--- src/rtl/uart_pkg.sv ---
// Shared definitions for the UART transmit buffer: FSM encoding and default byte width.
package uart_pkg;
  localparam int UART_DATA_W = 8;

  typedef enum logic [1:0] {
    IDLE      = 2'd0,
    START     = 2'd1,
    WAIT_DONE = 2'd2
  } tx_state_e;
endpackage

--- src/rtl/uart_tx_buffer_if.sv ---
// Producer / UART-side signal bundle for uart_tx_buffer.
interface uart_tx_buffer_if
  import uart_pkg::*;
#(
  parameter int DEPTH  = 16,
  parameter int DATA_W = UART_DATA_W
);
  logic                     wr_en;
  logic [DATA_W-1:0]        wr_data;
  logic                     o_full;
  logic                     o_empty;
  logic [$clog2(DEPTH):0]   o_count;
  logic                     o_overflow;
  logic                     o_start;
  logic [DATA_W-1:0]        o_tx_data;
  logic                     i_tx_done;

  modport master (
    output wr_en, wr_data, i_tx_done,
    input  o_full, o_empty, o_count, o_overflow, o_start, o_tx_data
  );

  modport slave (
    input  wr_en, wr_data, i_tx_done,
    output o_full, o_empty, o_count, o_overflow, o_start, o_tx_data
  );
endinterface

--- src/rtl/uart_sync_fifo.sv ---
// Circular FIFO: storage, wrapping pointers, entry count, full/empty flags and overflow pulse.
module uart_sync_fifo
  import uart_pkg::*;
#(
  parameter int DEPTH  = 16,
  parameter int DATA_W = UART_DATA_W,
  localparam int AW    = $clog2(DEPTH)
) (
  input  logic              clk,
  input  logic              reset,
  input  logic              push,
  input  logic [DATA_W-1:0] push_data,
  input  logic              pop,
  output logic [DATA_W-1:0] pop_data,
  output logic              full,
  output logic              empty,
  output logic [AW:0]       count,
  output logic              overflow
);
  localparam logic [AW:0]   CNT_ONE  = (AW+1)'(1);
  localparam logic [AW:0]   CNT_FULL = (AW+1)'(DEPTH);
  localparam logic [AW-1:0] PTR_ONE  = AW'(1);

  logic [DATA_W-1:0] mem [DEPTH];
  logic [AW-1:0]     wr_ptr, rd_ptr;
  logic              do_pop, do_push;

  assign full     = (count == CNT_FULL);
  assign empty    = (count == '0);
  assign do_pop   = pop & ~empty;
  // a full FIFO still accepts a push when a pop frees a slot in the same cycle
  assign do_push  = push & (~full | do_pop);
  assign pop_data = mem[rd_ptr];

  always_ff @(posedge clk) begin
    if (do_push) mem[wr_ptr] <= push_data;
  end

  always_ff @(posedge clk or posedge reset) begin
    if (reset) begin
      wr_ptr   <= '0;
      rd_ptr   <= '0;
      count    <= '0;
      overflow <= 1'b0;
    end else begin
      if (do_push) wr_ptr <= wr_ptr + PTR_ONE;
      if (do_pop)  rd_ptr <= rd_ptr + PTR_ONE;
      case ({do_push, do_pop})
        2'b10:   count <= count + CNT_ONE;
        2'b01:   count <= count - CNT_ONE;
        default: count <= count;
      endcase
      overflow <= push & full & ~do_pop;
    end
  end
endmodule

--- src/rtl/uart_tx_buffer.sv ---
// Byte FIFO in front of a UART transmitter: pops one byte, pulses start, waits for the
// rising edge of tx_done, repeats.
module uart_tx_buffer
  import uart_pkg::*;
#(
  parameter int DEPTH  = 16,
  parameter int DATA_W = UART_DATA_W
) (
  input  logic            clk,
  input  logic            reset,
  uart_tx_buffer_if.slave bus
);
  tx_state_e         state, state_nxt;
  logic              done_q, done_rise;
  logic              pop;
  logic [DATA_W-1:0] fifo_data;
  logic [DATA_W-1:0] tx_q;
  logic              start_q;

  uart_sync_fifo #(.DEPTH(DEPTH), .DATA_W(DATA_W)) u_fifo (
    .clk       (clk),
    .reset     (reset),
    .push      (bus.wr_en),
    .push_data (bus.wr_data),
    .pop       (pop),
    .pop_data  (fifo_data),
    .full      (bus.o_full),
    .empty     (bus.o_empty),
    .count     (bus.o_count),
    .overflow  (bus.o_overflow)
  );

  assign done_rise = bus.i_tx_done & ~done_q;

  always_comb begin
    state_nxt = state;
    pop       = 1'b0;
    case (state)
      IDLE: if (!bus.o_empty) begin
        pop       = 1'b1;
        state_nxt = START;
      end
      START:     state_nxt = WAIT_DONE;
      WAIT_DONE: if (done_rise) state_nxt = IDLE;
      default:   state_nxt = IDLE;
    endcase
  end

  // start is registered off START, so it appears two edges after the push is sampled
  always_ff @(posedge clk or posedge reset) begin
    if (reset) begin
      state   <= IDLE;
      done_q  <= 1'b0;
      start_q <= 1'b0;
      tx_q    <= '0;
    end else begin
      state   <= state_nxt;
      done_q  <= bus.i_tx_done;
      start_q <= (state == START);
      if (pop) tx_q <= fifo_data;
    end
  end

  assign bus.o_start   = start_q;
  assign bus.o_tx_data = tx_q;
endmodule
--- src/flat_wrapper.sv ---
// flat-port wrapper written by rule: the top's interface ports become plain ports
module uart_tx_buffer_flat import uart_pkg::*;
#(
  parameter int DEPTH  = 16,
  parameter int DATA_W = UART_DATA_W
)
  (clk, reset, bus_wr_en, bus_wr_data, bus_i_tx_done, bus_o_full, bus_o_empty, bus_o_count, bus_o_overflow, bus_o_start, bus_o_tx_data);
  uart_tx_buffer_if #(.DEPTH(DEPTH), .DATA_W(DATA_W)) bus_i ();
  input  logic clk;
  input  logic reset;
  input wire logic [$bits(bus_i.wr_en)-1:0] bus_wr_en;
  input wire logic [$bits(bus_i.wr_data)-1:0] bus_wr_data;
  input wire logic [$bits(bus_i.i_tx_done)-1:0] bus_i_tx_done;
  output wire logic [$bits(bus_i.o_full)-1:0] bus_o_full;
  output wire logic [$bits(bus_i.o_empty)-1:0] bus_o_empty;
  output wire logic [$bits(bus_i.o_count)-1:0] bus_o_count;
  output wire logic [$bits(bus_i.o_overflow)-1:0] bus_o_overflow;
  output wire logic [$bits(bus_i.o_start)-1:0] bus_o_start;
  output wire logic [$bits(bus_i.o_tx_data)-1:0] bus_o_tx_data;
  assign bus_i.wr_en = bus_wr_en;
  assign bus_i.wr_data = bus_wr_data;
  assign bus_i.i_tx_done = bus_i_tx_done;
  assign bus_o_full = bus_i.o_full;
  assign bus_o_empty = bus_i.o_empty;
  assign bus_o_count = bus_i.o_count;
  assign bus_o_overflow = bus_i.o_overflow;
  assign bus_o_start = bus_i.o_start;
  assign bus_o_tx_data = bus_i.o_tx_data;
  uart_tx_buffer #(.DEPTH(DEPTH), .DATA_W(DATA_W)) u_core (.clk(clk), .reset(reset), .bus(bus_i));
endmodule
--- config.mk ---
export PLATFORM = sky130hd
export DESIGN_NAME = uart_tx_buffer_flat
export DESIGN_NICKNAME = d
export VERILOG_FILES = /design/src/rtl/uart_pkg.sv /design/src/rtl/uart_tx_buffer_if.sv /design/src/rtl/uart_sync_fifo.sv /design/src/rtl/uart_tx_buffer.sv /design/src/flat_wrapper.sv
export SDC_FILE = /design/constraint.sdc
export NUM_CORES = 1
export LEC_CHECK = 0
export CORE_MARGIN = 2
export CORE_UTILIZATION = 62
export CTS_BUF_LIST = sky130_fd_sc_hd__clkbuf_4 sky130_fd_sc_hd__clkbuf_8
export CTS_CLUSTER_DIAMETER = 150
export DETAILED_ROUTE_END_ITERATION = 6
export GPL_ROUTABILITY_DRIVEN = 0
export PLACE_DENSITY = 0.82
export SETUP_SLACK_MARGIN = 0.1
export SYNTH_ARGS = -nofsm -noshare
export SYNTH_HDL_FRONTEND = slang
export SYNTH_SLANG_ARGS = --single-unit
--- constraint.sdc ---
create_clock -name clk -period 3.1 [get_ports clk]
set_input_delay 0.465 -clock clk [delete_from_list [all_inputs] [get_ports clk]]
set_output_delay 0.465 -clock clk [all_outputs]
set_load 0.02 [all_outputs]
==> results of run 1 <==
[power groups by stage]
stage          registers [mW]  logic, mW  clock network (mW)
6_report                 2.87       2.16                1.60
5_1_grt                  2.91       2.31                1.70
3_5_place_dp             2.91       2.14                   0
4_1_cts                  2.87       2.17                1.62
3_3_place_gp             2.89       2.09                   0
2_1_floorplan            2.88       1.49                   0
[registers in the layout (all words and copies together), names as in the netlist]
register / flops
u_core.bus.o_start: 1
u_core.bus.o_tx_data: 8
u_core.done_q: 1
u_core.state: 2
u_core.u_fifo.count: 5
u_core.u_fifo.mem: 128
u_core.u_fifo.overflow: 1
u_core.u_fifo.rd_ptr: 4
u_core.u_fifo.wr_ptr: 4
[critical path, cell delays in order, from the launching register on]
cell and delay [ns]:
dfrtp_1 0.47, or4_4 0.63, nor2_1 0.17, clkdlybuf4s50_1 0.63
[cell families (layout without fill, tap and decap cells)]
logic type,after synthesis,count (layout),share of synthesized area
xor+xnor,10,10,0.01414
simple gates,56,56,0.05070
compound gates,22,22,0.02868
buf+inv,28,83,0.02343
fa+ha+maj,6,6,0.01212
mux,50,50,0.1454
flops,154,154,0.7255
[cell usage after synthesis (all sizes together) (3+ instances only)]
cell type,n,area (sq um)
edfxtp,128,3844
mux4,32,720.7
dfrtp,26,650.6
mux2i,18,180.2
nand2,16,62.56
and2,12,75.07
inv,12,45.04
buf,10,76.32
nor2,9,33.78
xnor2,9,78.83
o221ai,8,70.07
clkbuf,6,23.77
ha,6,75.07
o21ai,5,40.04
a21oi,3,15.01
nand4,3,18.77
nor3,3,15.01
[cell type report]
cell class | instances | area [sq um]
sequential | 154 | 4496
timing repair buffer | 39 | 375.4
clock inverter | 15 | 186.4
multi-input combinational | 144 | 1555
clock buffer | 17 | 234.0
fill | 589 | 2671
inverter | 12 | 45.04
tap | 133 | 166.4
[worst max-delay path by stage]
stage                                             startpoint                                  to  cells past startpoint
after global routing      u_core.u_fifo.count[0]$_DFFE_PP0P_  u_core.u_fifo.count[4]$_DFFE_PP0P_                      8
after detailed placement                           bus_wr_en  u_core.u_fifo.count[4]$_DFFE_PP0P_                      9
after floorplan           u_core.u_fifo.count[1]$_DFFE_PP0P_  u_core.u_fifo.count[4]$_DFFE_PP0P_                      9
after CTS                 u_core.u_fifo.count[0]$_DFFE_PP0P_                          bus_o_full                      3
after global placement                             bus_wr_en  u_core.u_fifo.count[4]$_DFFE_PP0P_                      9
final                     u_core.u_fifo.count[0]$_DFFE_PP0P_                          bus_o_full                      3
[routing by layer]
layer | share of wire | global-route usage | vias up | wire length (um)
li1 | - | - | 1370 | -
met1 | 0.38 | 0.2933 | 1622 | 4495
met2 | 0.54 | 0.4060 | 117 | 6417
met3 | 0.059 | 0.07080 | 27 | 703
met4 | 0.028 | 0.1042 | 0 | 339
met5 | 0 | 0 | - | 0
==> results.toml, run 1 <==
[run_status]
status = "finished clean"

[timing]
fin_crit_ns = 2.827
final.setup_skew_ns = 0.01040
timing.fmax_ghz = 0.3538
fin_crit_sh = 0.9119
rsz0062_at_grt = "false"
hold_slack_ns = 0.4238
finalHoldViolCount = 0
tns_ns = 0
tightest_slew_ns = 0.8512
setup_viol = 0
slew_violations = 0
slew_headroom = 0.4326
finalWorstSetupSlack_ns = 0.2733

[floorplan]
num_rows = 36
core_area_sq_um = 9729
initial_core_util = 0.6367
dieHeight_um = 104.0
fp.dieW_um = 104.0
die_area_sq_um = 10810
ios = 29

[route]
num_vias = 3136
antenna_left = 0
drcViolationCount = 0
drt_iter0_drc = 283
wl_per_cell_um = 23.26
drt-total-wl_um = 11960
via_per_inst = 6.101
drt_pass1_iterations = 5

[grt]
grt_pass1_vias = 3356
grt_max_degree = 36
antenna_found_initial = 0
grt_use_total = 0.2413
grt_pass1_wl_um = 18610
grt-ovfl-total = 0

[clock_network]
hold_buffers = 0
cts_max_level = 4
post_cts_buffers = 0
clock-sinks = 154
path_clk_slew_ns = 0.09
cts_buffer_depth = 2
cts_resized = 0
cts_tree = "built"
cts_buffers = 17
insertion_delay_ns = 0.45
root_buffer = "clkbuf_8"

[layout]
final_core_util = 0.7254
finalInstanceArea_sq_um = 7058
fin_cells = 514
fin_nets = 386
area_growth_pct = 13.94
mostFrequentLayoutCells = "edfxtp_1 (128), mux4_2 (32), clkdlybuf4s50_1 (28)"
drive_above_1_share = 0.2231
final_common_cell = "edfxtp_1"
diodes = 0

[yosys]
synth.avg_cell_area_sq_um = 19.00
syn_inst = 326
synth-async-reset-ratio = 0.1688
yosysWarnings = 0
syn_area_sq_um = 6195
synthFlopType = "edfxtp_1"
yosysUniqueCellTypes = 43
synth-edff-count = 128
ys_seq_area_frac = 0.7255
synth_nets = 344
ys_ff_latch = 154

[critical_path]
required_ns = 2.63
rr_worst_depth = 8
arrival_ns = 2.36
r2r-end = "u_core.u_fifo.count[4]$_DFFE_PP0P_"
crit_fanout = 7
end_kind = "output pin"
crit_type = "reg2out"
rrSetupSlack_ns = 0.33
startpoint_type = "register"
reg2reg_from = "u_core.u_fifo.count[0]$_DFFE_PP0P_"

[placed_design]
post_dp_cell_area_sq_um = 6638
pre_cts_ws_ns = 0.2664
dp_hpwl_um = 7317
place_inst = 482
numPortBuffers = 28

[pwr]
p_int_mw = 4.422
power_frac_comb = 0.326
p_seq_frac = 0.433
p_per_area_nw_per_um2 = 939.5
p_sw_mw = 2.209
clkPwrFrac = 0.242
swShare = 0.3331
power_mw = 6.631
leakage_nw = 2.448
irDropWorstVdd_v = 0.0007580

[run]
cap_violations = 0

[worst_hold_path]
hp-class = "in2async"
Note: power is estimated with default switching activity, not from simulation.
==> run 2, diff against run 1 <==
--- a/config.mk
+++ b/config.mk
@@ -7,2 +7,3 @@
 export LEC_CHECK = 0
+export ABC_CLOCK_PERIOD_IN_PS = 3100
 export CORE_MARGIN = 2
@@ -13,3 +14,3 @@
 export GPL_ROUTABILITY_DRIVEN = 0
-export PLACE_DENSITY = 0.82
+export PLACE_DENSITY = 0.81
 export SETUP_SLACK_MARGIN = 0.1
@@ -17,2 +18,3 @@
 export SYNTH_HDL_FRONTEND = slang
+export SYNTH_HIERARCHICAL = 1
 export SYNTH_SLANG_ARGS = --single-unit
==> constraint.sdc (replaced) <==
create_clock -name clk -period 3.1 [get_ports clk]
set_input_delay 0.62 -clock clk [delete_from_list [all_inputs] [get_ports clk]]
set_output_delay 0.62 -clock clk [all_outputs]
set_load 0.02 [all_outputs]
==> results.toml, run 2 <==
[timing]
timing.fmax_ghz = 0.3524
rsz0062_at_grt = "false"
tightest_slew_ns = 1.101
hold_slack_ns = 0.5192
setup_viol = 0
slew_violations = 0
fin_crit_sh = 0.9155
finalWorstSetupSlack_ns = 0.2621
finalHoldViolCount = 0
slew_headroom = 0.2602
tns_ns = 0
fin_crit_ns = 2.838
final.setup_skew_ns = 0.01246

[clock_network]
cts_buffers = 17
post_cts_buffers = 0
cts_buffer_depth = 2
hold_buffers = 0
clock-sinks = 154
cts_resized = 1
root_buffer = "clkbuf_8"
path_clk_slew_ns = 0.08
cts_tree = "built"
insertion_delay_ns = 0.44
cts_max_level = 4

[grt]
grt_pass1_wl_um = 19080
grt_use_total = 0.2432
antenna_found_initial = 0
grt_max_degree = 36
grt-ovfl-total = 0
grt_pass1_vias = 3374

[layout]
fin_nets = 402
mostFrequentLayoutCells = "edfxtp_1 (128), mux4_2 (32), clkdlybuf4s50_1 (27)"
largest_reg_flops = 128
drive_above_1_share = 0.2411
final_common_cell = "edfxtp_1"
diodes = 0
finalInstanceArea_sq_um = 7166
nFillCells = 629
largest_register = "u_core/u_fifo/mem"
area_growth_pct = 13.43
fin_cells = 527

[pwr]
p_per_area_nw_per_um2 = 939.5
irDropWorstVdd_v = 0.0005966
leakage_nw = 2.473

[critical_path]
crit_type = "reg2reg"
crit_fanout = 7
rrSetupSlack_ns = 0.26
reg2reg_from = "u_core/u_fifo/count[1]$_DFFE_PP0P_"
crit_chain = "or4_1, nor2_4, nor3_4, nand2b_4, o21bai_4, inv_2, ha_1, nand2b_1, a2111o_1, o31a_1, o211ai_1"
required_ns = 3.46
startpoint_type = "register"
crit_path_top_delay_cell = "or4_1"
crit_start = "u_core/u_fifo/count[1]$_DFFE_PP0P_"
path_buf_inv = 1
arrival_ns = 3.19
critPathMaxStageDelay_ns = 0.58
end_kind = "register"
cp_top_family = "simple AND/OR/NAND/NOR gates"

[route]
drt_pass1_iterations = 4
wl_per_cell_um = 23.21
drcViolationCount = 0
drt_iter0_drc = 190
drt-total-wl_um = 12230
antenna_left = 0
top_layer_used = "met4"
wl_met1_um = 4695
via_per_inst = 6.101
num_vias = 3215
wl_met3_um = 918
route.met2.wl_um = 6493

[placed_design]
dp_hpwl_um = 7882
numPortBuffers = 28
post_dp_cell_area_sq_um = 6778
place_inst = 495
pre_cts_ws_ns = 0.2872

[floorplan]
die_area_sq_um = 11010
core_area_sq_um = 9819
dieHeight_um = 104.9
ios = 29
num_rows = 36
initial_core_util = 0.6433
fp.dieW_um = 104.9

[yosys]
syn_inst = 343
netlist_top_cells_count = "edfxtp_1 (128), mux4_2 (32), dfrtp_1 (26)"
synth_area_leaders = "edfxtp_1 (61%), mux4_2 (11%), dfrtp_1 (10%)"
syn_area_sq_um = 6317
synth-async-reset-ratio = 0.1688
ys_ff_latch = 154
synthFlopType = "edfxtp_1"
yosysMostFrequentCell = "edfxtp_1"
synth_largest_area_cell = "edfxtp_1"
synth_nets = 364
synth.avg_cell_area_sq_um = 18.42
ys_seq_area_frac = 0.7114
synth_top_area_frac = 0.6084
yosysUniqueCellTypes = 49
yosysWarnings = 6
synth-edff-count = 128

[run_status]
status = "finished clean"

[run]
cap_violations = 0

[worst_hold_path]
hold_start = "u_core/bus.o_tx_data[1]$_DFFE_PP0P_"
hp-class = "reg2reg"
run 2: per-stage QoR:
| stage | util | power [mW] |
|---|---|---|
| 4_1_cts | 0.7295 | 6.776 |
| 2_1_floorplan | - | 4.571 |
| 3_3_place_gp | 0.6902 | 5.231 |
| 6_report | 0.7297 | 6.732 |
| 5_1_grt | 0.7297 | 7.078 |
| 3_5_place_dp | 0.6902 | 5.328 |
run 2: worst register-to-register path, stage by stage (launching register included):
cell,delay [ns]
dfrtp_2,0.45
or4_1,0.58
nor2_4,0.21
nor3_4,0.08
nand2b_4,0.09
o21bai_4,0.15
inv_2,0.08
ha_1,0.35
nand2b_1,0.10
a2111o_1,0.39
o31a_1,0.12
o211ai_1,0.16
run 2: layout make-up:
class / instances / area, sq um / share of cell area
timing repair buffer: 35 / 344.1 / 0.04802
inverter: 12 / 45.04 / 0.006286
tap: 133 / 166.4 / 0.02322
clock buffer: 20 / 262.8 / 0.03667
clock inverter: 12 / 123.9 / 0.01729
multi-input combinational: 161 / 1725 / 0.2408
sequential: 154 / 4498 / 0.6277
run 2: metal layers:
layer  vias to the layer above  track usage
met2                       128       0.4040
met1                      1641       0.3210
met5                         -            0
met4                         0      0.07143
met3                        12      0.06425
li1                       1434            -
run 2: path summary, 6_finish.rpt:
check | to | depth (start not counted)
min in group asynchronous | u_core/bus.o_tx_data[5]$_DFFE_PP0P_ | 2
setup / recovery | u_core/u_fifo/count[4]$_DFFE_PP0P_ | 11
setup reg to reg | u_core/u_fifo/count[4]$_DFFE_PP0P_ | 11
hold reg to reg | u_core/bus.o_tx_data[1]$_DFFE_PP0P_ | 1
max in group asynchronous | u_core/u_fifo/rd_ptr[0]$_DFFE_PP0N_ | 2
hold / removal | u_core/bus.o_tx_data[1]$_DFFE_PP0P_ | 1
run 2: power breakdown:
part           internal (mW)  switching [mW]  total (mW)
clock                  0.748           0.688        1.44
sequential              2.59           0.221        2.81
combinational           1.17            1.32        2.49
run 2: cell families (layout without fill, tap and decap cells):
group,count (synthesis),count (layout),synth area share
flops,154,154,0.7114
simple gates,62,62,0.05546
fa+ha+maj,9,9,0.01901
xor+xnor,9,9,0.01248
buf+inv,28,79,0.01882
compound gates,38,38,0.04932
mux,43,43,0.1335
==> run 3, diff against run 2 <==
Settings changed: ABC_AREA from default to 1, CORE_UTILIZATION 62 to 63, PLACE_DENSITY 0.81 to 0.82.
==> results.toml, run 3 <==
[route]
drt_iter0_drc = 349
drt_pass1_iterations = 5
antenna_left = 0
wl_per_cell_um = 18.08
drcViolationCount = 0
drt-total-wl_um = 13390
via_per_inst = 5.679
num_vias = 4208

[critical_path]
rrSetupSlack_ns = 0.48
crit_type = "reg2reg"
end_kind = "register"
reg2reg_from = "u_core/u_fifo/count[1]$_DFFE_PP0P_"
crit_fanout = 10
required_ns = 3.44
r2r-end = "u_core/u_fifo/count[4]$_DFFE_PP0P_"
startpoint_type = "register"
arrival_ns = 2.97
rr_worst_depth = 17

[yosys]
synth_area_leaders = "edfxtp_1 (58%), dfrtp_1 (9.9%), inv_1 (4.8%)"
synth_top_family_by_area = "simple AND/OR/NAND/NOR gates"
synth.avg_cell_area_sq_um = 11.74
syn_inst = 561
synth_largest_area_cell = "edfxtp_1"
ys_seq_area_frac = 0.6821
synth-async-reset-ratio = 0.1688
syn_area_sq_um = 6589
synth_compound_area_frac = 0.08963
yosysMostFrequentCell = "edfxtp_1"
yosysUniqueCellTypes = 27
synth-simple-area-share = 0.1263
synth-edff-count = 128
synth_top_area_frac = 0.5834
netlist_top_cells_count = "edfxtp_1 (128), inv_1 (84), nand2_1 (76)"
synthAdderAreaFrac = 0.01823
synth.area.mux_share = 0
synthFlopType = "edfxtp_1"
ys_ff_latch = 154
synth_nets = 582
synthXorXnorAreaFrac = 0.01310
yosysWarnings = 6

[layout]
fin_nets = 613
fin_cells = 741
area_growth_pct = 12.02
mostFrequentLayoutCells = "edfxtp_1 (128), inv_1 (84), nand2_1 (76)"
diodes = 0
drive_above_1_share = 0.09091
largest_reg_flops = 128
largest_register = "u_core/u_fifo/mem"
final_common_cell = "edfxtp_1"

[worst_hold_path]
min_delay_path_depth = 2
holdPathEnd = "u_core/bus.o_tx_data[1]$_DFFE_PP0P_"
hp-class = "reg2reg"
hold_start = "u_core/bus.o_tx_data[1]$_DFFE_PP0P_"

[timing]
fin_crit_sh = 0.8467
slew_violations = 0
rsz0062_at_grt = "false"
setup_viol = 0
finalHoldViolCount = 0
tightest_slew_ns = 1.085
fin_crit_ns = 2.625
final.setup_skew_ns = 0.006713
slew_headroom = 0.2765
tns_ns = 0
timing.fmax_ghz = 0.3810
finalWorstSetupSlack_ns = 0.4751

[run_status]
status = "finished clean"

[clock_network]
cts_tree = "built"
cts_max_level = 4
post_cts_buffers = 0
root_buffer = "clkbuf_8"
path_clk_slew_ns = 0.07
hold_buffers = 0
cts_buffers = 17
clock-sinks = 154
insertion_delay_ns = 0.44
cts_buffer_depth = 2
cts_resized = 0

[grt]
grt_pass1_vias = 4123
grt-ovfl-total = 0
antenna_found_initial = 0
grt_max_degree = 67
grt_use_total = 0.2553
grt_pass1_wl_um = 21040

[floorplan]
initial_core_util = 0.6440
dieHeight_um = 106.3
ios = 29
num_rows = 37
fp.dieW_um = 106.3
core_area_sq_um = 10230
die_area_sq_um = 11290

[placed_design]
pre_cts_ws_ns = 0.4148
dp_hpwl_um = 8622
numPortBuffers = 28
place_inst = 709

[run]
cap_violations = 0

[pwr]
leakage_nw = 2.928
irDropWorstVdd_v = 0.0007374
p_per_area_nw_per_um2 = 929.3
==> run 3: through the flow <==
step | power, mW | area (sq um) | hold slack (ns) | util
after detailed placement | 5.369 | 6989 | 0.4574 | 0.6831
final | 6.859 | 7381 | 0.4718 | 0.7214
after CTS | 6.859 | 7381 | 0.4760 | 0.7214
after global routing | 7.271 | 7381 | 0.5033 | 0.7214
after global placement | 5.244 | 6989 | 0.4567 | 0.6831
after floorplan | 4.631 | 6589 | 0.4847 | -
==> run 3: critical path: stages, from the launching register on <==
cell     delay, ns
dfrtp_1       0.42
nor2_1        0.25
nand3_2       0.15
inv_1         0.12
inv_2         0.09
nand2_4       0.13
inv_1         0.12
nand2_4       0.11
inv_2         0.07
nand2_4       0.09
inv_1         0.08
ha_1          0.33
a21oi_1       0.21
nand3_1       0.09
nand2_1       0.09
nand3_1       0.06
nand2_1       0.07
inv_1         0.03
==> run 3: kinds of logic after synthesis <==
kind of cell / after synthesis
AO/OA/AOI/OAI: 102
XOR/XNOR: 9
adder cells (fa/ha/maj): 9
buffers and inverters: 113
flip-flops: 154
AND/OR/NAND/NOR: 174
==> run 3: layout make-up <==
class | instances | area, sq um
well taps | 136 | 170.2
repair buffers | 37 | 360.3
inverters | 88 | 330.3
clock inverters | 11 | 127.6
flip-flops and latches | 154 | 4499
clock buffers | 21 | 264.0
fillers | 697 | 2850
multi-input cells | 294 | 1629
==> run 3: metal layers <==
layer	share of wire	GRT usage
met4	0.022	0.1203
met3	0.059	0.05947
met1	0.40	0.3117
met5	0	0
met2	0.52	0.4318
==> run 3: how the worst max path moves through the flow <==
stage	cells past startpoint	endpoint	slack [ns]	from
2_1_floorplan	17	u_core/u_fifo/count[4]$_DFFE_PP0P_	0.55	u_core/u_fifo/count[1]$_DFFE_PP0P_
3_3_place_gp	5	u_core/u_fifo/mem[10][1]$_DFFE_PP_	0.52	bus_wr_en
3_5_place_dp	5	u_core/u_fifo/mem[13][0]$_DFFE_PP_	0.41	bus_wr_en
4_1_cts	4	bus_o_empty	0.46	u_core/u_fifo/count[1]$_DFFE_PP0P_
5_1_grt	17	u_core/u_fifo/count[4]$_DFFE_PP0P_	0.22	u_core/u_fifo/count[1]$_DFFE_PP0P_
6_report	17	u_core/u_fifo/count[4]$_DFFE_PP0P_	0.48	u_core/u_fifo/count[1]$_DFFE_PP0P_
==> run 3: where the power goes <==
group | switching [mW] | internal [mW] | leakage [nW] | total [mW]
combinational | 1.45 | 0.884 | 1.26 | 2.34
sequential | 0.448 | 2.58 | 1.47 | 3.03
clock | 0.677 | 0.815 | 0.201 | 1.49
